File: config.mk
export PLATFORM = sky130hd
export DESIGN_NAME = alu_arbiter
export DESIGN_NICKNAME = d
export VERILOG_FILES = /design/src/rtl/alu_arbiter_pkg.sv /design/src/rtl/alu_arbiter_alu.sv /design/src/rtl/alu_arbiter.sv
export SDC_FILE = /design/constraint.sdc
export NUM_CORES = 2
export LEC_CHECK = 0
export ABC_AREA = 1
export BUFFER_PORTS_ARGS = -buffer_cell sky130_fd_sc_hd__buf_2
export CORE_UTILIZATION = 52
export DETAILED_ROUTE_END_ITERATION = 10
export HOLD_SLACK_MARGIN = 0.06
export PLACE_DENSITY = 0.73
export SYNTH_ARGS = -nofsm -noshare
export SYNTH_HDL_FRONTEND = slang
export SYNTH_SLANG_ARGS = --single-unit
File: constraint.sdc
create_clock -name clk_i -period 6.68 [get_ports clk_i]
set_input_delay 0.334 -clock clk_i [delete_from_list [all_inputs] [get_ports clk_i]]
set_output_delay 0.334 -clock clk_i [all_outputs]
set_load 0.02 [all_outputs]
File: src/rtl/alu_arbiter_pkg.sv
// Shared ALU definitions: operand width and 3-bit operation codes used by the
// arbiter and by the combinational ALU it feeds.
package alu_arbiter_pkg;

  localparam int unsigned DATA_W = 32;

  localparam logic [2:0] OP_AND  = 3'b000;
  localparam logic [2:0] OP_XOR  = 3'b001;
  localparam logic [2:0] OP_SLL  = 3'b010;
  localparam logic [2:0] OP_ADD  = 3'b011;
  localparam logic [2:0] OP_SUB  = 3'b100;
  localparam logic [2:0] OP_MUL  = 3'b101;
  localparam logic [2:0] OP_ADDI = 3'b110;
  localparam logic [2:0] OP_SRAI = 3'b111;

endpackage

File: src/rtl/alu_arbiter_alu.sv
// Combinational ALU; all arithmetic wraps modulo 2^32.
module alu_arbiter_alu
  import alu_arbiter_pkg::*;
(
  input  logic [DATA_W-1:0] a,
  input  logic [DATA_W-1:0] b,
  input  logic [2:0]        ctrl,
  output logic [DATA_W-1:0] y
);

  always_comb begin
    y = '0;
    case (ctrl)
      OP_AND:  y = a & b;
      OP_XOR:  y = a ^ b;
      // shift amounts of 32 or more clear the result
      OP_SLL:  y = a << b;
      OP_ADD:  y = a + b;
      OP_SUB:  y = a - b;
      OP_MUL:  y = a * b;
      OP_ADDI: y = a + b;
      OP_SRAI: y = $signed(a) >>> b[4:0];
      default: y = '0;
    endcase
  end

endmodule

File: src/rtl/alu_arbiter.sv
// Two-requester round-robin front end for a shared ALU; one operation in
// flight, MUL occupies MUL_LAT execute cycles, results held until taken.
module alu_arbiter
  import alu_arbiter_pkg::*;
#(
  parameter int unsigned MUL_LAT = 3
) (
  input  logic              clk_i,
  input  logic              rst_i,
  input  logic              req0_valid_i,
  output logic              req0_ready_o,
  input  logic [DATA_W-1:0] req0_data1_i,
  input  logic [DATA_W-1:0] req0_data2_i,
  input  logic [2:0]        req0_ctrl_i,
  input  logic              req1_valid_i,
  output logic              req1_ready_o,
  input  logic [DATA_W-1:0] req1_data1_i,
  input  logic [DATA_W-1:0] req1_data2_i,
  input  logic [2:0]        req1_ctrl_i,
  output logic              res_valid_o,
  input  logic              res_ready_i,
  output logic [DATA_W-1:0] res_data_o,
  output logic              res_src_o,
  output logic              busy_o
);

  // state    | meaning
  // S_IDLE   | waiting for a request, grant issued combinationally
  // S_EXEC   | operands registered, counting down execute cycles
  // S_RESULT | result held on res_data_o until res_ready_i
  typedef enum logic [1:0] {S_IDLE, S_EXEC, S_RESULT} state_t;

  localparam logic [3:0] MUL_CNT = 4'(MUL_LAT - 1);

  state_t            state, state_nxt;
  logic [3:0]        cnt;
  logic              rr_prio;
  logic [DATA_W-1:0] op_a, op_b, alu_y, res_data;
  logic [2:0]        op_ctrl, sel_ctrl;
  logic              src;
  logic              win0, win1, grant;

  // rr_prio names the requester that wins a tie
  assign win0  = req0_valid_i && (!req1_valid_i || !rr_prio);
  assign win1  = req1_valid_i && (!req0_valid_i ||  rr_prio);
  assign grant = (state == S_IDLE) && !rst_i && (req0_valid_i || req1_valid_i);
  assign sel_ctrl = win1 ? req1_ctrl_i : req0_ctrl_i;

  always_ff @(posedge clk_i) begin
    if (rst_i) state <= S_IDLE;
    else       state <= state_nxt;
  end

  always_comb begin
    state_nxt = state;
    case (state)
      S_IDLE:   if (grant) state_nxt = S_EXEC;
      S_EXEC:   if (cnt == 4'd0) state_nxt = S_RESULT;
      S_RESULT: if (res_ready_i) state_nxt = S_IDLE;
      default:  state_nxt = S_IDLE;
    endcase
  end

  always_comb begin
    req0_ready_o = grant && win0;
    req1_ready_o = grant && win1;
    res_valid_o  = (state == S_RESULT);
    busy_o       = (state != S_IDLE);
  end

  always_ff @(posedge clk_i) begin
    if (rst_i) begin
      cnt      <= '0;
      rr_prio  <= 1'b0;
      op_a     <= '0;
      op_b     <= '0;
      op_ctrl  <= '0;
      src      <= 1'b0;
      res_data <= '0;
    end else if (grant) begin
      op_a    <= win1 ? req1_data1_i : req0_data1_i;
      op_b    <= win1 ? req1_data2_i : req0_data2_i;
      op_ctrl <= sel_ctrl;
      src     <= win1;
      rr_prio <= !win1;
      cnt     <= (sel_ctrl == OP_MUL) ? MUL_CNT : 4'd0;
    end else if (state == S_EXEC) begin
      if (cnt != 4'd0) cnt      <= cnt - 4'd1;
      else             res_data <= alu_y;
    end
  end

  assign res_data_o = res_data;
  assign res_src_o  = src;

  alu_arbiter_alu u_alu (
    .a    (op_a),
    .b    (op_b),
    .ctrl (op_ctrl),
    .y    (alu_y)
  );

endmodule

# Word-level counts from Yosys, hierarchy flattened
# Index checks and enable logic that the tools add are counted.
[word_totals] reg_bits=107 in_bits=139 out_inout_bits=37 word_cells=68
[op_classes] add_sub_neg=3 mul=1 n_eq_ne=13 shift=2 n_mux=12 bitwise=4 reduce_logical=25
[op_table] operator="$pmux 32 s7" n=1
[op_table] operator="$mux 32" n=2
[op_table] operator="$add 32x32->32" n=1
[op_table] operator="$and 32x32->32" n=1
[op_table] operator="$mul 32x32->32" n=1
[op_table] operator="$shl 32x32->32" n=1
[op_table] operator="$sshr 32x5->32" n=1
[op_table] operator="$sub 32x32->32" n=1
[op_table] operator="$xor 32x32->32" n=1
[op_table] operator="$eq 3x3->1 const B" n=5
[op_table] operator="$mux 4" n=3
[op_table] operator="$mux 2" n=4
[op_table] operator="$eq 3x2->1 const B" n=2
[op_table] operator="$logic_and 1x1->1" n=6
[op_table] operator="$pmux 2 s3" n=1
[op_table] operator="$reduce_and 3->1" n=2
[op_table] operator="$reduce_bool 2->1" n=3
[op_table] operator="$logic_not 1->1" n=5
[op_table] operator="$logic_not 4->1" n=1
[op_table] operator="$ne 2x2->1 const B" n=2
[op_table] operator="$reduce_bool 4->1" n=1
[op_table] operator="$sub 4x1->4 const B" n=1
[op_table] operator="$eq 3x1->1 const B" n=1
[op_table] operator="$logic_not 3->1" n=1
[op_table] operator="9 further kinds" n=12

# Logic depth before layout (Yosys ltp)
[logic_depth] depth_word=7 depth_mapped=35 mapped_depth_nobuf=32

# Modules after synthesis
# A second synthesis with hierarchy kept.
[unflattened] hier_cells=4437 hier_area_um2=28872.7
[by_module_without_submodules] module="alu_arbiter_alu" n_inst=1 cells_per_inst=3732 area_each_um2=24213.2 seq_area_each_um2=0.0
[by_module_without_submodules] module="alu_arbiter" n_inst=1 cells_per_inst=705 area_each_um2=4659.5 seq_area_each_um2=2142.1

# Worst setup path before layout
# No wires, ideal clock.
[synth_path] kind="register to register" from="register op_b[2]" to="register res_data[30], in the netlist res_data_o[30]" setup_time_ns=0.135 t_arrival_ns=7.082 required_time_ns=6.545 slack_ns=-0.538 path_stages_with_launch=32 path_buffers=5 synth_period_minus_slack_ns=7.218 path_cell_list="dfxtp_1 -> buf_2 -> clkbuf_1 -> buf_2 -> buf_2 -> buf_1 -> nand2_1 -> fa_1 -> inv_1 -> fa_1 -> inv_1 -> fa_1 -> inv_1 -> fa_1 -> fa_1 -> inv_1 -> fa_1 -> inv_1 -> fa_1 -> fa_1 -> ha_1 -> inv_1 -> nor3_1 -> nand2_1 -> nor4_1 -> nand2_1 -> nand2_1 -> a21oi_1 -> o21ai_0 -> nand4_1 -> nand2_1 -> a21oi_1"
[synth_between] elab_chain_cells=2 elab_cells_between_ends=6 cone_classes="add/sub: 2; mul: 1; shift: 2; mux: 1"
[synth_rtl] element="start: declaration" line_no="alu_arbiter.sv:38" text="logic [DATA_W-1:0] op_a, op_b, alu_y, res_data;"
[synth_rtl] element="start signal: assignment" line_no="alu_arbiter.sv:82" text="op_b <= win1 ? req1_data2_i : req0_data2_i;"
[synth_rtl] element="$mul 32x32->32, or another cell as far along" line_no="alu_arbiter_alu.sv:20" text="OP_MUL: y = a * b;"
[synth_rtl] element="$pmux 32 s7 *" line_no="alu_arbiter_alu.sv:13" text="case (ctrl)"
[synth_rtl] element="end signal: assignment" line_no="alu_arbiter.sv:89" text="else res_data <= alu_y;"
[synth_rtl] element="end: declaration" line_no="alu_arbiter.sv:38"
# Mark *: on every way between the ends. The rest lies on a longest branch, timed or not.
# A chain may end at the register's enable or synchronous reset.

# Worst setup path after layout
[layout_path] from="register op_a[13]" to="register res_data[27], in the netlist res_data_o[27]"
[layout_between] elab_chain_cells=2 elab_cells_between_ends=6 cone_classes="add/sub: 2; mul: 1; shift: 2; mux: 1"
[layout_rtl] element="start: declaration" line_no="alu_arbiter.sv:38"
[layout_rtl] element="start signal: assignment" line_no="alu_arbiter.sv:81" text="op_a <= win1 ? req1_data1_i : req0_data1_i;"
[layout_rtl] element="$mul 32x32->32, or another cell as far along" line_no="alu_arbiter_alu.sv:20"
[layout_rtl] element="$pmux 32 s7 *" line_no="alu_arbiter_alu.sv:13"
# Marks and branches as above.

==> impl_metrics.env <==
export IMPL_antenna_cells=0
export IMPL_ys_flop_type="dfxtp_1"
export IMPL_dr_wl_met2_mm=51.2
export IMPL_synthTopCellsByCount="nand2_1, inv_1, fa_1"
export IMPL_syn_area_per_cell_um2=6.63
export IMPL_grt_pass1_wl_mm=170
export IMPL_syn_area_mm2=0.0281
export IMPL_total_power_uw=4760
export IMPL_via_count=29900
export IMPL_area_growth_synth_to_final_pct=20.1
export IMPL_r2r_slack_ns=-0.18
export IMPL_io_pins=176
export IMPL_final_hold_viol_count=0
export IMPL_syn_inst=4239
export IMPL_finalWirelength_mm=117
export IMPL_htreeDepth=3
export IMPL_rows=84
export IMPL_die_area_mm2=0.0550
export IMPL_synth_net_count=4974
export IMPL_fillers=4847
export IMPL_timing_fmax_ghz=0.146
export IMPL_clk_path_buf_depth=2
export IMPL_min_to="op_b[1]"
export IMPL_drive_gt1_share_pct=18.2
export IMPL_grt_pass1_vias=28700
export IMPL_dpl_hpwl_mm=94.1
export IMPL_clock_skew_ns=0.0235
export IMPL_async_flop_share_pct=0
export IMPL_place_inst=5201
export IMPL_hold_class="in -> reg"
export IMPL_routed_wl_met3_mm=11.9
export IMPL_cap_violations=0
export IMPL_status="finished with violations"
export IMPL_hp_start="req0_data2_i[1]"
export IMPL_cts_clk_slew_worst_paths_ns=0.11
export IMPL_fin_util_pct=63.7
export IMPL_relSlewSlack_pct=42.1
export IMPL_start_util_pct=53.0
export IMPL_layout_nets=5305
export IMPL_die_w_um=234
export IMPL_drt_iter0_drc=3356
export IMPL_vias_per_cell=5.68
export IMPL_arrival_ns=7.10
export IMPL_period_minus_slack_ns=6.86
export IMPL_clock_sinks=107
export IMPL_clk_latency_ns=0.41
export IMPL_ant_nets=0
export IMPL_p_leak_uw=0.0190
export IMPL_worstPathMaxFanout=9
export IMPL_yosys_top_cells_area="fa_1, nand2_1, inv_1"
export IMPL_setup_violations_final=8
export IMPL_slew_viol_final=0
export IMPL_fp_coreArea_mm2=0.0530
export IMPL_synth_cell_type_count=60
export IMPL_power_density_mw_per_mm2=141
export IMPL_cts_root_buf="clkbuf_16"
export IMPL_ir_worst_vdd_uv=183
export IMPL_numCtsBuffers=9
export IMPL_critPathKind="reg -> reg"
export IMPL_gr_total_overflow=0
export IMPL_yosysTopAreaCellShare_pct=29.1
export IMPL_timing_final_ws_setup_ns=-0.176
export IMPL_first_pass_iters=7
export IMPL_synth_largest_area_cell="fa_1"
export IMPL_yosysWarnings=0
export IMPL_grt_antenna_before_repair=0
export IMPL_reg2reg_from="op_a[13]"
export IMPL_synth_seq_cells=107
export IMPL_wire_per_inst_um=22.2
export IMPL_die_height_um=234
export IMPL_top_layer="met4"
export IMPL_grt_max_degree=71
export IMPL_synth_edf_count=0
export IMPL_tightest_slew_ns=0.868
export IMPL_cp_data_required_time_ns=6.93
export IMPL_wl_met1_mm=46.2
export IMPL_grt_usage_pct=41.8
export IMPL_cp_end_kind="flip-flop"
export IMPL_portBuffers=175
export IMPL_rsz0062_at_grt="true"
export IMPL_drc_errors=0
export IMPL_fin_crit_sh_pct=103
export IMPL_timing_hold_ws_ns=0.183
export IMPL_cts_tree="built"
export IMPL_rr_endpoint="res_data_o[27]"
export IMPL_violations="setup timing"
export IMPL_fin_cells=5263
export IMPL_r2r_cells=25
export IMPL_yosysSeqAreaShare_pct=7.62
export IMPL_yosysMostFrequentCell="nand2_1"
export IMPL_gp_congestion=1.08
export IMPL_min_delay_path_depth=3
export IMPL_worstSetupStartpointType="flip-flop"
==> cell usage in the layout (no fill, tap or decap), drive strengths merged, types with 6 or more instances in the layout <==
| cell type | count |
|---|---|
| dfxtp | 107 |
| a211oi | 7 |
| inv | 880 |
| xor2 | 30 |
| o2111ai | 6 |
| or2 | 12 |
| and2 | 7 |
| clkinv | 8 |
| fa | 409 |
| nor3 | 19 |
| ha | 187 |
| a21oi | 189 |
| o21a | 9 |
| nand2 | 1358 |
| o211ai | 23 |
| buf | 547 |
| xnor2 | 20 |
| clkbuf | 13 |
| o21bai | 8 |
| nand4 | 39 |
| nand3 | 201 |
| nand3b | 8 |
| nor2 | 166 |
| a21o | 8 |
| nor4 | 6 |
| a31oi | 78 |
| o21ai | 194 |
==> cell families (layout without fill, tap and decap cells) <==
group | after synthesis | after routing | share of synthesized area [%]
simple gates | 1820 | 1820 | 26.6
buf+inv | 1113 | 1449 | 15.5
fa+ha+maj | 596 | 596 | 37.5
compound gates | 548 | 548 | 11.1
flops | 107 | 107 | 7.62
xor+xnor | 50 | 50 | 1.56
mux | 5 | 5 | 0.178
==> layout make-up <==
type | instances | area (um2) | share of cell area [%]
multi-input combinational | 3019 | 22600 | 66.9
clock inverter | 7 | 91.3 | 0.271
tap | 688 | 861 | 2.55
timing repair buffer | 552 | 4490 | 13.3
sequential | 107 | 2200 | 6.51
clock buffer | 9 | 225 | 0.668
inverter | 881 | 3310 | 9.82
==> how the worst max path moves through the flow <==
stage	from	endpoint	slack, ns	cells after the start
floorplan	op_b[3]	res_data_o[28]	0.004	27
global placement	op_b[2]	res_data_o[31]	-0.12	29
detailed placement	op_b[2]	res_data_o[31]	-0.16	29
CTS	op_a[12]	res_data_o[30]	-0.06	28
global route	op_b[4]	res_data_o[27]	-0.31	27
finish	op_a[13]	res_data_o[27]	-0.18	25
==> timing repair <==
item                                    in CTS  in global routing
hold buffers                                 0                  0
resized for setup                           83                199
buffers inserted                            18                 22
cloned                                       2                  4
endpoints found under the hold margin        0                  0
pin swaps                                   41                123
endpoints found under the setup margin      14                 20
==> where the power goes <==
group	leakage, uW	total (uW)	internal [uW]	switching [uW]
Combinational	0.0180	3370	1210	2160
Clock	0.000152	608	272	336
Sequential	0.000887	790	699	91.1
==> critical path, stage by stage, from the launching register on <==
cell and delay [ns]:
dfxtp_2 0.36, buf_12 0.15, buf_4 0.15, ha_1 0.27, fa_1 0.47, fa_2 0.53, inv_1 0.06, fa_2 0.47
fa_1 0.51, inv_1 0.05, fa_1 0.58, fa_2 0.46, fa_1 0.53, fa_1 0.46, ha_4 0.31, buf_4 0.13
nand2_1 0.13, nor2_1 0.18, nand2_2 0.07, o211ai_1 0.15, buf_4 0.18, a21oi_1 0.05, o21ai_1 0.19, nand4_1 0.12
nand2_1 0.08, a21oi_1 0.06
==> per-stage QoR <==
stage / setup TNS, ns / worst slack, ns / cell area, um2
2_1_floorplan: 0 / 0.00379 / 28200
4_1_cts: -0.128 / -0.0650 / 32700
5_1_grt: -3.70 / -0.313 / 33700
3_3_place_gp: -0.396 / -0.118 / 31900
3_5_place_dp: -0.834 / -0.163 / 31900
6_report: -0.664 / -0.176 / 33700
==> metal layers <==
metal  global-route usage (%)  vias up
li1                         -    13600
met1                     55.5    14200
met2                     64.8     1724
met3                     7.75      356
met4                     21.8        0
met5                        0        -
==> flip-flops by register name (all words and copies together), names as in the netlist <==
signal and cells:
cnt 4, op_ctrl 3, res_src_o 1, res_data_o 32, state 2, rr_prio 1, op_b 32, op_a 32
Power figures use the tool's default switching activity.
